--- src/rtl/dii_packet_arbiter.sv ---
// Packet-atomic round-robin arbiter merging N DII channels onto one ring
// injection channel through a one-entry registered output stage.
//
// Ports:
//   clk, rst               clock, synchronous active-high reset
//   in_data/in_last/
//   in_valid/in_ready      N requester channels (requester i at slice i)
//   out_data/out_last/
//   out_valid/out_ready    registered output channel to the debug ring
//   busy                   a multi-flit packet currently holds the lock
//   cur_grant              locked requester, or last granted one when idle
module dii_packet_arbiter #(
    parameter int unsigned N     = 3,
    parameter int unsigned WIDTH = 16,
    parameter int unsigned IDXW  = (N > 1) ? $clog2(N) : 1
) (
    input  logic               clk,
    input  logic               rst,
    input  logic [N*WIDTH-1:0] in_data,
    input  logic [N-1:0]       in_last,
    input  logic [N-1:0]       in_valid,
    output logic [N-1:0]       in_ready,
    output logic [WIDTH-1:0]   out_data,
    output logic               out_last,
    output logic               out_valid,
    input  logic               out_ready,
    output logic               busy,
    output logic [IDXW-1:0]    cur_grant
);

    typedef enum logic {
        IDLE,
        LOCKED
    } state_t;

    state_t            state;
    state_t            state_next;
    logic [IDXW-1:0]   last_grant;
    logic [IDXW-1:0]   last_grant_next;
    logic [IDXW-1:0]   lock_idx;
    logic [IDXW-1:0]   lock_idx_next;

    logic              accept;
    logic              xfer;
    logic [IDXW-1:0]   sel;
    logic              sel_valid;
    logic [WIDTH-1:0]  sel_data;
    logic              sel_last;

    // Output register can take a new flit when empty or being drained.
    assign accept = !out_valid || out_ready;
    assign xfer   = accept && sel_valid;

    // Requester selection: locked owner, else round-robin after last_grant.
    // The loop runs from lowest to highest priority so the nearest valid
    // requester after the pointer is the final assignment.
    always_comb begin
        sel       = '0;
        sel_valid = 1'b0;
        if (state == LOCKED) begin
            sel       = lock_idx;
            sel_valid = in_valid[lock_idx];
        end else begin
            for (int k = int'(N); k >= 1; k--) begin
                if (in_valid[IDXW'((int'(last_grant) + k) % int'(N))]) begin
                    sel       = IDXW'((int'(last_grant) + k) % int'(N));
                    sel_valid = 1'b1;
                end
            end
        end
    end

    // Payload mux and one-hot ready back to the selected requester.
    always_comb begin
        sel_data = '0;
        sel_last = 1'b0;
        in_ready = '0;
        for (int i = 0; i < int'(N); i++) begin
            if (sel == IDXW'(i)) begin
                sel_data    = in_data[i*WIDTH +: WIDTH];
                sel_last    = in_last[i];
                in_ready[i] = xfer;
            end
        end
    end

    // Next-state: lock on a non-last first flit, release on the last flit.
    always_comb begin
        state_next      = state;
        last_grant_next = last_grant;
        lock_idx_next   = lock_idx;
        if (xfer) begin
            case (state)
                IDLE: begin
                    if (sel_last) begin
                        last_grant_next = sel;
                    end else begin
                        state_next    = LOCKED;
                        lock_idx_next = sel;
                    end
                end
                LOCKED: begin
                    if (sel_last) begin
                        state_next      = IDLE;
                        last_grant_next = lock_idx;
                    end
                end
                default: state_next = IDLE;
            endcase
        end
    end

    // State, pointer and output pipeline registers.
    always_ff @(posedge clk) begin
        if (rst) begin
            state      <= IDLE;
            last_grant <= IDXW'(N - 1);
            lock_idx   <= '0;
            busy       <= 1'b0;
            cur_grant  <= '0;
            out_valid  <= 1'b0;
            out_data   <= '0;
            out_last   <= 1'b0;
        end else begin
            state      <= state_next;
            last_grant <= last_grant_next;
            lock_idx   <= lock_idx_next;
            busy       <= (state_next == LOCKED);
            if (xfer) begin
                cur_grant <= sel;
            end
            if (accept) begin
                out_valid <= xfer;
                if (xfer) begin
                    out_data <= sel_data;
                    out_last <= sel_last;
                end
            end
        end
    end

endmodule
--- config.mk ---
export PLATFORM = sky130hd
export DESIGN_NAME = dii_packet_arbiter
export DESIGN_NICKNAME = d
export VERILOG_FILES = /design/src/rtl/dii_packet_arbiter.sv
export SDC_FILE = /design/constraint.sdc
export NUM_CORES = 1
export LEC_CHECK = 0
export ABC_AREA = 1
export BUFFER_PORTS_ARGS = -buffer_cell sky130_fd_sc_hd__buf_2
export CAP_MARGIN = 20
export CORE_UTILIZATION = 45
export DETAILED_ROUTE_END_ITERATION = 12
export GPL_ROUTABILITY_DRIVEN = 1
export PLACE_DENSITY = 0.8
export SLEW_MARGIN = 20
export SYNTH_ARGS = -nofsm -noshare
export SYNTH_HDL_FRONTEND = slang
export SYNTH_SLANG_ARGS = --single-unit
--- constraint.sdc ---
create_clock -name clk -period 2.4 [get_ports clk]
set_input_delay 0.36 -clock clk [delete_from_list [all_inputs] [get_ports clk]]
set_output_delay 0.36 -clock clk [all_outputs]
set_load 0.005 [all_outputs]
==> results.txt <==
Pwr Density = 1360 mW/mm^2
first drt pass iteration count = 4
cell row count = 20
FF/Latch Area = 503 um^2
Yosys cell types = 31
Hold Slack = 0.243 ns
WL final = 4250 um
critical path class = reg2out
CP Launch Type = flop
global-route wire length before repair = 6600 um
Post-Synthesis Cell Area = 0.00154 mm^2
# port buffers = 80
Final Hold Fails = 0
initial drt markers = 92
layout cell share with drive strength beyond 1 = 40.8%
Placeable Area = 0.00315 mm^2
Max-cap violations = 0
CTS max path bufs = 2
global route overflow = 0
Syn Inst Count = 225
Worst EP required = 2.04 ns
HPWL after detailed placement = 3120 um
Final Worst Setup Slack = 0.0270 ns
Crit. End Element = primary output
ant diodes = 0
Synth area leader = dfxtp_1
WL per Instance = 12.0 um
Finish-stage setup viols = 0
CTS H-Tree Depth = 1
largest net degree at the start of global routing = 34
ranking of synthesized cells by area = dfxtp_1 (33%), nand2_1 (17%), a41oi_1 (6.8%), o21ai_0 (6.5%), inv_1 (4.9%)
FMAX = 421 MHz
CP max stage delay = 0.36 ns
CTS tree = yes
Die ar. = 0.00365 mm^2
fraction of registers with async set/reset = 0%
Hold WC Path Type = in2reg
Skew-Pair Late Insertion Delay = 0.33 ns
status = finished, final reports clean
Primary FF master, synth = dfxtp_1
critical path's top delay family = simple AND/OR/NAND/NOR gates
synthesized flop and latch total = 25
Worst Path Max Fanout = 5
fill cell count = 277
crit-path cells = inv_2 -> ha_4 -> inv_4 -> nand2_2 -> nand3_2 -> a21boi_2 -> nand2_1 -> nand2_2 -> nand2_4 -> a21oi_4 -> inv_1 -> nor2_1 -> buf_2
Synth top cells by count = nand2_1 (69), dfxtp_1 (25), inv_1 (20), o21ai_0 (20), nor2_1 (15)
EDFF count, synth = 0
Area growth syn-to-layout = 38.1%
Fin Clk Skew = 0.00207 ns
CP max-delay cell = dfxtp_2
routability cong. = 0.844
Leakage Power = 1.08 nW
Yosys warnings = 0
multi-input logic area = 943 um^2
I/O Pins = 81
DR vias = 1814
vias in the first global route = 1605
Tcrit/Tclk final = 98.9%
Period minus WS final = 2.37 ns
syn nets = 286
Critical Path AT = 2.01 ns
clock slew at reported path FFs = 0.15 ns
width of the die = 60.4 um
Pins Over Slew Limit = 0
Buf/Inv on CP = 4
Sink Count = 25
Slew HR = 63.3%
most frequent CP cell = nand2_2
final instance area = 0.00212 mm^2
slew at the pin with the worst max-slew slack = 0.550 ns
Nets = 373
Vias/cell = 5.11
final setup TNS = 0 ns
drt drc = 0
Synth top area share = 32.6%
CTS Buf Count = 3
area of placed instances = 0.00196 mm^2
initial antenna violation count = 0
pre-CTS setup slack = 0.0827 ns
global-route usage over all layers = 23.6%
most common cell in the netlist = nand2_1
# hold bufs at CTS = 0
peak supply drop = 555 uV
root buf cell = clkbuf_4
Die Y = 60.4 um
register area share after synthesis = 32.6%
Synth Area per Inst = 6.82 um^2
Starting Density = 48.7%
unrepaired setup endpoints after global routing = true
Final ANT Viol Nets = 0
==> what timing repair did <==
item / in CTS / in global routing
pin swaps: 2 / 8
hold endpoints to repair: 0 / 0
gates resized for setup: 8 / 12
endpoints found under the setup margin: 3 / 25
buffers inserted: 4 / 4
==> layout make-up <==
class / instances / share of cell area, %
timing repair buffer: 91 / 22.9
tap: 44 / 2.60
inverter: 26 / 4.84
sequential: 25 / 23.7
clock buffer: 3 / 1.06
clock inverter: 1 / 0.354
multi-input combinational: 165 / 44.5
==> worst register-to-register path: stages (launching register included) <==
cell	delay (ns)
dfxtp_1	0.40
nand2_1	0.29
nor3_1	0.09
a21oi_1	0.26
o211ai_4	0.14
buf_4	0.17
buf_4	0.14
inv_4	0.22
nand2_1	0.13
o21ai_0	0.15
nor2_1	0.06
==> final timing paths <==
check	startpoint	to	slack, ns	depth (start not counted)
worst max-delay path	last_grant[0]	in_ready[0]	0.03	13
worst min-delay path	rst	cur_grant[0]	0.24	2
worst max register to register	state	last_grant[0]	0.27	10
worst min register to register	cur_grant[0]	cur_grant[0]	0.49	2
==> layer usage <==
layer | up-vias | GRT usage, % | wire, um
met1 | 805 | 29.4 | 1990
li1 | 925 | - | -
met3 | 8 | 5.33 | 262
met5 | - | 0 | 0
met4 | 0 | 8.12 | 72
met2 | 76 | 40.3 | 1930
==> state kept, by name, indices dropped and copies added, names as in the netlist <==
name        flops
out_last        1
state           1
last_grant      2
lock_idx        2
cur_grant       2
out_valid       1
out_data       16
==> report_power, final <==
group          leakage (nW)  internal (mW)  switching, mW  total [mW]
Clock                0.0139         0.0638          0.138       0.202
Combinational         0.854          0.800           1.21        2.01
Sequential            0.207          0.580         0.0902       0.671
Total                  1.08           1.44           1.44        2.88
==> per-stage QoR <==
stage               power [mW]  utilization [%]  std cells
detailed placement        2.38             62.2        343
finish                    2.88             67.3        355
CTS                       2.70             65.1        351
global route              3.13             67.3        355
global placement          2.36             62.2        343
floorplan                 1.94                -        225
==> cells by family after synthesis <==
kind of cell	Yosys count	synth area share (%)
flip-flops	25	32.6
AO/OA/AOI/OAI	56	23.7
adder cells (fa/ha/maj)	4	3.26
buffers and inverters	35	9.70
AND/OR/NAND/NOR	105	30.7
==> cell usage in the layout (no fill, tap or decap), types with 3 or more instances in the layout <==
master / count
nand2_1: 69
nor2_2: 3
nand3_1: 5
o21ai_1: 3
clkbuf_4: 3
buf_4: 10
nand3_2: 4
o21ai_0: 20
nor2_1: 12
a21oi_1: 11
inv_1: 17
inv_2: 6
a31oi_1: 4
nand2_2: 3
dfxtp_1: 23
buf_2: 80
a41oi_1: 12
(Power assumes the default switching activity.)
